File: src/rtl/pam4_mapper_pkg.sv
// Shared modem definitions: level width, PAM4 dibit codes, level mapping.
// Purely combinational helpers; no latency.
// No flow control; consumed by the mapper and the receive-side slicer.
package modem_pkg;

    localparam int W = 18;

    // Dibit codes as seen on the wire; the slicer decodes into the same set.
    typedef enum logic [1:0] {
        PAM4_M3 = 2'b00,
        PAM4_M1 = 2'b01,
        PAM4_P1 = 2'b10,
        PAM4_P3 = 2'b11
    } pam4_sym_e;

    localparam int LVL_MAX_I = (2 ** (W - 1)) - 1;
    localparam int LVL_MIN_I = -(2 ** (W - 1));

    // Dibit and amplitude b to a saturated signed level (+-b, +-3b).
    // Arithmetic is done two bits wider so 3b cannot wrap before clamping.
    function automatic logic signed [W-1:0] pam4_level(
        input logic [1:0]          dibit,
        input logic signed [W-1:0] b
    );
        logic signed [W+1:0] b_x;
        logic signed [W+1:0] b3;
        logic signed [W+1:0] v;
        b_x = {{2{b[W-1]}}, b};
        b3  = (b_x <<< 1) + b_x;
        case (dibit)
            PAM4_P3: v = b3;
            PAM4_P1: v = b_x;
            PAM4_M1: v = -b_x;
            default: v = -b3;
        endcase
        if (v > (W+2)'(LVL_MAX_I)) begin
            v = (W+2)'(LVL_MAX_I);
        end else if (v < (W+2)'(LVL_MIN_I)) begin
            v = (W+2)'(LVL_MIN_I);
        end
        return v[W-1:0];
    endfunction

endpackage

File: src/rtl/pam4_mapper_if.sv
// Byte input handshake plus symbol sample output of the PAM4 mapper.
// Wires only; no latency.
// data_valid/data_ready handshake on the byte side; output has no backpressure.
interface pam4_mapper_if;
    import modem_pkg::*;

    logic [7:0]          data_in;
    logic                data_valid;
    logic                data_ready;
    logic signed [W-1:0] mapper_out;
    logic                sym_strobe;
    logic                underrun;

    // Byte source / sample sink side
    modport master (
        output data_in, data_valid,
        input  data_ready, mapper_out, sym_strobe, underrun
    );

    // Mapper side
    modport slave (
        input  data_in, data_valid,
        output data_ready, mapper_out, sym_strobe, underrun
    );

endinterface

File: src/rtl/pam4_level_lut.sv
// Combinational dibit + amplitude b to saturated PAM4 level.
// Zero latency.
// No flow control.
module pam4_level_lut
    import modem_pkg::*;
(
    input  logic [1:0]          i_dibit,
    input  logic signed [W-1:0] i_b,
    output logic signed [W-1:0] o_level
);

    // Single source of truth for the mapping lives in the package.
    always_comb begin
        o_level = pam4_level(i_dibit, i_b);
    end

endmodule

File: src/rtl/pam4_mapper.sv
// Byte to 4-PAM impulse-train mapper, four dibits per byte MSB pair first.
// Symbol consumed in cycle t appears on mapper_out/sym_strobe in cycle t+1.
// data_ready only when the buffer is empty or its last dibit is consumed now.
module pam4_mapper
    import modem_pkg::*;
#(
    parameter int SPS = 4
) (
    input  logic                i_clk,
    input  logic                i_reset_n,
    input  logic                i_tx_en,
    input  logic signed [W-1:0] i_b_level,
    pam4_mapper_if.slave        bus
);

    localparam int CW = $clog2(SPS);

    logic [CW-1:0]       r_cnt;
    logic [7:0]          r_shift;
    logic [2:0]          r_rem;
    logic signed [W-1:0] r_out;
    logic                r_stb;
    logic                r_und;

    logic                w_slot;
    logic                w_ready;
    logic                w_load;
    logic signed [W-1:0] w_level;

    assign w_slot  = i_tx_en && (r_cnt == '0);
    // Ready on the last dibit's slot lets a new byte land with no symbol gap.
    assign w_ready = (r_rem == 3'd0) || ((r_rem == 3'd1) && w_slot);
    assign w_load  = bus.data_valid && w_ready;

    assign bus.data_ready = w_ready;
    assign bus.mapper_out = r_out;
    assign bus.sym_strobe = r_stb;
    assign bus.underrun   = r_und;

    // b is looked up live, so a new amplitude takes effect at the next slot.
    pam4_level_lut u_lut (
        .i_dibit (r_shift[7:6]),
        .i_b     (i_b_level),
        .o_level (w_level)
    );

    // Sample phase counter; parked at 0 while disabled so enable starts on a slot.
    always_ff @(posedge i_clk) begin
        if (!i_reset_n || !i_tx_en) begin
            r_cnt <= '0;
        end else if (r_cnt == CW'(SPS - 1)) begin
            r_cnt <= '0;
        end else begin
            r_cnt <= r_cnt + 1'b1;
        end
    end

    // Dibit buffer and registered outputs; a load overrides the consume update.
    always_ff @(posedge i_clk) begin
        if (!i_reset_n) begin
            r_shift <= '0;
            r_rem   <= '0;
            r_out   <= '0;
            r_stb   <= 1'b0;
            r_und   <= 1'b0;
        end else begin
            r_out <= '0;
            r_stb <= 1'b0;
            r_und <= 1'b0;
            if (w_slot) begin
                if (r_rem != 3'd0) begin
                    r_out   <= w_level;
                    r_stb   <= 1'b1;
                    r_shift <= {r_shift[5:0], 2'b00};
                    r_rem   <= r_rem - 3'd1;
                end else begin
                    r_und <= 1'b1;
                end
            end
            if (w_load) begin
                r_shift <= bus.data_in;
                r_rem   <= 3'd4;
            end
        end
    end

endmodule

File: src/flat_wrapper.sv
// flat-port wrapper written by rule: the top's interface ports become plain ports
module pam4_mapper_flat import modem_pkg::*;
#(
    parameter int SPS = 4
)
  (i_clk, i_reset_n, i_tx_en, i_b_level, bus_data_in, bus_data_valid, bus_data_ready, bus_mapper_out, bus_sym_strobe, bus_underrun);
  pam4_mapper_if bus_i ();
  input  logic i_clk;
  input  logic i_reset_n;
  input  logic i_tx_en;
  input  logic signed [W-1:0] i_b_level;
  input wire logic [$bits(bus_i.data_in)-1:0] bus_data_in;
  input wire logic [$bits(bus_i.data_valid)-1:0] bus_data_valid;
  output wire logic [$bits(bus_i.data_ready)-1:0] bus_data_ready;
  output wire logic [$bits(bus_i.mapper_out)-1:0] bus_mapper_out;
  output wire logic [$bits(bus_i.sym_strobe)-1:0] bus_sym_strobe;
  output wire logic [$bits(bus_i.underrun)-1:0] bus_underrun;
  assign bus_i.data_in = bus_data_in;
  assign bus_i.data_valid = bus_data_valid;
  assign bus_data_ready = bus_i.data_ready;
  assign bus_mapper_out = bus_i.mapper_out;
  assign bus_sym_strobe = bus_i.sym_strobe;
  assign bus_underrun = bus_i.underrun;
  pam4_mapper #(.SPS(SPS)) u_core (.i_clk(i_clk), .i_reset_n(i_reset_n), .i_tx_en(i_tx_en), .i_b_level(i_b_level), .bus(bus_i));
endmodule
File: config.mk
export PLATFORM = sky130hd
export DESIGN_NAME = pam4_mapper_flat
export DESIGN_NICKNAME = d
export VERILOG_FILES = /design/src/rtl/pam4_mapper_pkg.sv /design/src/rtl/pam4_mapper_if.sv /design/src/rtl/pam4_level_lut.sv /design/src/rtl/pam4_mapper.sv /design/src/flat_wrapper.sv
export SDC_FILE = /design/constraint.sdc
export NUM_CORES = 1
export LEC_CHECK = 0
export CAP_MARGIN = 10
export CORE_ASPECT_RATIO = 1.1
export CORE_UTILIZATION = 59
export CTS_BUF_LIST = sky130_fd_sc_hd__clkbuf_8
export DETAILED_ROUTE_END_ITERATION = 6
export PLACE_DENSITY = 0.89
export SYNTH_ARGS = -nofsm -noshare
export SYNTH_HDL_FRONTEND = slang
export SYNTH_HIERARCHICAL = 1
export SYNTH_SLANG_ARGS = --single-unit
export TNS_END_PERCENT = 30
File: constraint.sdc
create_clock -name i_clk -period 5.4 [get_ports i_clk]
set_clock_uncertainty 0.1 [all_clocks]
set_input_delay 1.35 -clock i_clk [delete_from_list [all_inputs] [get_ports i_clk]]
set_output_delay 1.35 -clock i_clk [all_outputs]
set_load 0.02 [all_outputs]
==> summary.md, run 1 <==
| Metric | Value |
|---|---|
| I/O pin count | `51` |
| Crit path DAT | `5300 ps` |
| Crit path cell chain | `clkdlybuf4s50_1, ha_1, inv_1, fa_1, nand2b_1, a21oi_4, o21ai_0, a32oi_4, nand3_2, or3_4, o31ai_2, mux2i_2, buf_12, o21ai_0, a21oi_1, and2_1` |
| FFs w/ async S/R, synth | `0%` |
| Power Dens Cells | `250 nW/um2` |
| Fraction of layout cells with a size suffix above 1 | `12.2%` |
| R2r setup slk | `2330 ps` |
| Slew Limit Fails | `0` |
| Tot Pwr | `1240 uW` |
| Hpwl dp | `8660 um` |
| Placed Area | `4780 um2` |
| Clk slew on worst S/H paths | `70 ps` |
| Yosys warnings | `6` |
| Die X | `81.7 um` |
| Largest net degree at the start of global routing | `30` |
| Uppermost layer routed | `met4` |
| Most frequent cell after synthesis | `a21oi_1` |
| P_leak | `0.00199 uW` |
| GRT Overall Usage | `31.6%` |
| Worst-Margin Slew | `959 ps` |
| DR pass1 iterations | `5` |
| Die Y | `89.7 um` |
| Hold Vio Cnt, Final | `0` |
| Layout net count | `660` |
| Share of Yosys cell area claimed by the top area cell type | `16.0%` |
| Status | `completed` |
| WL met1 | `4730 um` |
| RePlAce Congestion | `0.928` |
| Period utilisation layout | `95.8%` |
| DRC | `0` |
| Initial antenna violation count | `0` |
| Syn Nets | `601` |
| Post-Syn Instances | `531` |
| Met3 Routed Length | `809 um` |
| Critical Path RT | `5530 ps` |
| Clock Latency Late Sink | `280 ps` |
| Vias/cell | `6.45` |
| CTS Buf Count | `5` |
| Register area share after synthesis | `16.0%` |
| FP Rows | `31` |
| Ant. Diodes | `0` |
| Number of global-route vias before repair | `3,926` |
| Core area | `6670 um2` |
| Root Driver | `clkbuf_8` |
| Crit-path max FO | `29` |
| Type of the most critical hold path | `reg -> reg` |
| CP Class | `in -> reg` |
| Htree depth | `2` |
| Crit path top cell by count | `o21ai_0` |
| Top delay family on crit path | `compound AO/OA/AOI/OAI gates` |
| Buffers and inverters on the worst path | `3` |
| Fill cells | `517` |
| Grt total ovfl | `0` |
| Relative slew margins | `35.8%` |
| Routed length per instance | `16.9 um` |
| Setup Viol. Count Final | `0` |
| Synth Cell Area | `4120 um2` |
| CTS Sinks | `33` |
| Slowest CP cell | `clkdlybuf4s50_1` |
| Fin crit period | `5170 ps` |
| Synth cell count leaders | `a21oi_1, ha_1, o21ai_0` |
| Post-Synthesis Mean Instance Area | `7.77 um2` |
| Synth top area cells | `dfxtp_1, ha_1, a21oi_1` |
| DR vias | `4,342` |
| Yosys top cell by area | `dfxtp_1` |
| CTS tree | `yes` |
| CP max stage delay | `550 ps` |
| Startpoint types | `input port` |
| Detailed Route WL | `11,400 um` |
| Max frequency | `193 MHz` |
| Initial DRC count | `249` |
| Crit. End Element | `flop` |
| Initial Utilization | `61.8%` |
| # Max-Cap Violations | `0` |
| FF+latch count, synth | `33` |
| Clock tree buffer depth | `2` |
| Dominant register cell in the synthesized netlist | `dfxtp_1` |
| Peak supply drop | `0.375 mV` |
| Post-route ant nets | `0` |
| Synth unique cells | `80` |
| Met2 routed WL | `5510 um` |
| Area growth syn-to-layout | `19.8%` |
| RSZ-0062 raised after global routing | `no` |
| Port buffer count | `50` |
| Die Area | `7330 um2` |
| Post-route cell area | `4940 um2` |
| Global-route wire length before repair | `18,000 um` |
| EDFF count, synth | `0` |
## cells by family after synthesis
group / synth area share [%]
AO/OA/AOI/OAI: 32.4
AND/OR/NAND/NOR: 23.1
buffers and inverters: 7.37
adder cells (fa/ha/maj): 12.3
flip-flops: 16.0
XOR/XNOR: 5.92
multiplexers: 2.91
## cell usage in the layout, fill, tap and decap left out, types with 10 or more instances in the layout
master | synthesis | layout
a21oi_1 | 53 | 53
clkdlybuf4s50_1 | 0 | 50
ha_1 | 39 | 39
o21ai_0 | 36 | 36
dfxtp_1 | 33 | 33
inv_1 | 29 | 30
buf_4 | 2 | 30
nand2_1 | 28 | 28
nand3_1 | 27 | 27
nor2_1 | 26 | 26
and2_1 | 22 | 22
xnor2_1 | 19 | 19
a21o_1 | 12 | 12
nor3_1 | 11 | 11
o21ai_1 | 10 | 10
## worst reg2reg max path: cells and delay by family, from the launching register on
family          cells  cell delay [ps]
compound gates      7             1040
buf+inv             2              710
simple gates        2              800
flops               1              310
## timing repair
item	CTS	global route
hold buffers	0	0
gates resized for setup	0	3
endpoints found under the setup margin	0	17
setup buffers	0	0
## stage by stage
stage | setup slack [ps] | hold slack [ps] | instances | utilization [%] | TNS [ps]
6_report | 228 | 358 | 673 | 74.0 | 0
5_1_grt | 22.4 | 393 | 673 | 74.0 | 0
4_1_cts | 82.2 | 359 | 672 | 73.5 | 0
3_5_place_dp | -200 | 351 | 664 | 71.7 | -1870
3_3_place_gp | 89.5 | 336 | 664 | 71.7 | 0
2_1_floorplan | 724 | 327 | 531 | - | 0
## flip-flops by register name, indices dropped and copies added (netlist names)
register,flops
u_core/bus.mapper_out,18
u_core/bus.underrun,1
u_core/r_rem,3
u_core/r_shift,8
u_core/r_cnt,2
u_core/bus.sym_strobe,1
## per-layer routing
layer	vias to the layer above	GRT usage [%]
met3	34	3.33
met2	203	56.1
met5	-	0
li1	2086	-
met1	2019	38.7
met4	0	13.1
## power by group
| part | internal, uW | switching [uW] |
|---|---|---|
| clock | 149 | 90.5 |
| sequential | 264 | 9.71 |
| combinational | 294 | 429 |
## path summary, 6_finish.rpt
| kind | endpoint | start | cells past startpoint |
|---|---|---|---|
| min reg2reg | u_core/r_cnt[0] | u_core/r_cnt[0] | 1 |
| max reg2reg | u_core/bus.mapper_out[6] | u_core/r_shift[7] | 11 |
| min | u_core/r_cnt[0] | u_core/r_cnt[0] | 1 |
| max | u_core/bus.mapper_out[11] | i_b_level[1] | 16 |
## area by class of cell
type                            instances  area, um2  area share, %
Inverter                               30        113           2.28
Sequential cell                        33        661           13.4
Clock buffer                            6       82.6           1.67
Clock inverter                          2       33.8          0.684
Multi-Input combinational cell        439       3200           64.8
Tap cell                               82        103           2.08
Timing Repair Buffer                   81        746           15.1
Power figures use the tool's default switching activity.
==> inputs of run 2 (changes only) <==
--- a/config.mk
+++ b/config.mk
@@ -11,6 +11,7 @@
 export CTS_BUF_LIST = sky130_fd_sc_hd__clkbuf_8
 export DETAILED_ROUTE_END_ITERATION = 6
 export PLACE_DENSITY = 0.89
+export SLEW_MARGIN = 10
 export SYNTH_ARGS = -nofsm -noshare
 export SYNTH_HDL_FRONTEND = slang
 export SYNTH_HIERARCHICAL = 1
==> results of run 2 <==
Same layout as run 1: the final DEF is identical, and so are final timing and power.
==> inputs of run 3 (changes only) <==
--- a/config.mk
+++ b/config.mk
@@ -6,11 +6,15 @@
 export NUM_CORES = 1
 export LEC_CHECK = 0
 export CAP_MARGIN = 10
+export CELL_PAD_IN_SITES_DETAIL_PLACEMENT = 0
+export CELL_PAD_IN_SITES_GLOBAL_PLACEMENT = 1
 export CORE_ASPECT_RATIO = 1.1
-export CORE_UTILIZATION = 59
+export CORE_UTILIZATION = 43
 export CTS_BUF_LIST = sky130_fd_sc_hd__clkbuf_8
+export CTS_CLUSTER_SIZE = 10
 export DETAILED_ROUTE_END_ITERATION = 6
-export PLACE_DENSITY = 0.89
+export PLACE_DENSITY = 0.88
+export SETUP_SLACK_MARGIN = 0.05
 export SLEW_MARGIN = 10
 export SYNTH_ARGS = -nofsm -noshare
 export SYNTH_HDL_FRONTEND = slang
==> summary.md, run 3 (synthesis results as in run 1) <==
| Metric | Value |
|---|---|
| Hold Vio Cnt, Final | `0` |
| Clock tree buffer depth | `2` |
| Dpl ws | `-22.6 ps` |
| Startpoint types | `input port` |
| Die X | `95.4 um` |
| DR pass1 iterations | `5` |
| Final hold slack | `373 ps` |
| Sw frac | `44.2%` |
| Tot Pwr | `1180 uW` |
| Clock Latency Late Sink | `280 ps` |
| Relative slew margins | `33.1%` |
| CTS Buf Count | `5` |
| Period utilisation layout | `94.0%` |
| Fin crit period | `5080 ps` |
| Final setup margin | `325 ps` |
| Sequential Power Share | `23.0%` |
| Critical Path Start | `i_b_level[4]` |
| Root Driver | `clkbuf_8` |
| Crit. End Element | `flop` |
| Hpwl dp | `9060 um` |
| Die Area | `9990 um2` |
| Detailed Route WL | `11,400 um` |
| Clock Power Share | `14.7%` |
| Most frequent cells in the layout | `a21oi_1, clkdlybuf4s50_1, ha_1, buf_4, o21ai_0` |
| Hold_sp | `u_core/r_cnt[0]` |
| Routed length per instance | `15.9 um` |
| Core area | `9350 um2` |
| Setup Viol. Count Final | `0` |
| CTS tree | `yes` |
| Fraction of layout cells with a size suffix above 1 | `13.8%` |
| Vias/cell | `5.93` |
| # Max-Cap Violations | `0` |
| I/O pin count | `51` |
| Layout net count | `670` |
| Largest net degree at the start of global routing | `30` |
| FP Rows | `37` |
| RePlAce Congestion | `0.922` |
| Switch Pwr | `524 uW` |
| Grt total ovfl | `0` |
| Peak supply drop | `0.0969 mV` |
| P_leak | `0.00203 uW` |
| Max FFs per register | `18` |
| Status | `completed` |
| Htree depth | `2` |
| Fill cells | `895` |
| Port buffer count | `50` |
| CTS Hold Bufs | `0` |
| DR vias | `4,255` |
| Internal | `660 uW` |
| Slew Limit Fails | `0` |
| Area growth syn-to-layout | `22.2%` |
| Critical Path RT | `5520 ps` |
| Worst-Margin Slew | `999 ps` |
| Post-route ant nets | `0` |
| CP Class | `in -> reg` |
| R2r startpoint | `u_core/r_shift[7]` |
| Initial DRC count | `319` |
| DRC | `0` |
| Initial Utilization | `44.1%` |
| Type of the most critical hold path | `reg -> reg` |
| Max frequency | `197 MHz` |
| Power Dens Cells | `235 nW/um2` |
| Ant. Diodes | `0` |
| Logic pwr share | `62.3%` |
| Crit-path max FO | `29` |
| Die Y | `105 um` |
| Global-route wire length before repair | `18,500 um` |
| Commonest non-fill, non-tap cell in the layout | `a21oi_1` |
| Number of global-route vias before repair | `3,962` |
| GRT Overall Usage | `22.9%` |
| CTS Sinks | `33` |
| Initial antenna violation count | `0` |
| Clk slew on worst S/H paths | `70 ps` |
| Crit path DAT | `5200 ps` |
| RSZ-0062 raised after global routing | `no` |
## run 3: repair_timing
item / CTS / global route
hold endpoints to repair: 0 / 0
resized for setup: 0 / 5
setup endpoints to repair: 0 / 17
buffers inserted: 0 / 0
## run 3: layout make-up
cell class / count / area [um2] / area share [%]
Clock buffer: 5 / 68.8 / 1.37
Tap cell: 117 / 146 / 2.91
Multi-Input combinational cell: 439 / 3200 / 63.6
Sequential cell: 33 / 661 / 13.1
Inverter: 30 / 113 / 2.23
Clock inverter: 3 / 13.8 / 0.273
Timing Repair Buffer: 91 / 833 / 16.5
## run 3: path summary, 6_finish.rpt
| kind | end | slack [ps] | cells after the start |
|---|---|---|---|
| max reg2reg | u_core/bus.mapper_out[16] | 2300 | 11 |
| min reg2reg | u_core/r_cnt[0] | 370 | 1 |
| max | u_core/bus.mapper_out[10] | 320 | 15 |
| min | u_core/r_cnt[0] | 370 | 1 |
## run 3: worst max-delay path, cell delays in order
cell	delay [ps]
clkdlybuf4s50_1	470
inv_1	80
ha_1	430
a21oi_4	210
nand2_2	100
or4_4	510
a32oi_4	250
nand3_2	130
or3_4	440
o31ai_2	270
mux2i_2	290
buf_12	200
o21ai_1	140
a21oi_1	170
and2_1	140
## run 3: metrics by stage
step | utilization (%) | cells | TNS, ps | area [um2]
6_report | 53.9 | 718 | 0 | 5040
3_3_place_gp | 52.6 | 709 | 0 | 4920
2_1_floorplan | - | 531 | 0 | 4120
5_1_grt | 53.9 | 718 | 0 | 5040
3_5_place_dp | 52.6 | 709 | -70.8 | 4920
4_1_cts | 53.5 | 717 | 0 | 5000
## run 3: power by group through the flow
| stage | logic [uW] | clock network [uW] | registers [uW] |
|---|---|---|---|
| 2_1_floorplan | 500 | 0 | 287 |
| 3_3_place_gp | 695 | 0 | 277 |
| 3_5_place_dp | 705 | 0 | 278 |
| 4_1_cts | 708 | 179 | 272 |
| 5_1_grt | 806 | 190 | 274 |
| 6_report | 738 | 174 | 272 |
## run 3: routing by layer
| metal | GRT usage, % | up-vias | routed length (um) |
|---|---|---|---|
| met5 | 0 | - | 0 |
| met2 | 39.0 | 139 | 5420 |
| met4 | 8.10 | 0 | 235 |
| met1 | 29.8 | 1995 | 5170 |
| li1 | - | 2105 | - |
| met3 | 1.67 | 16 | 559 |
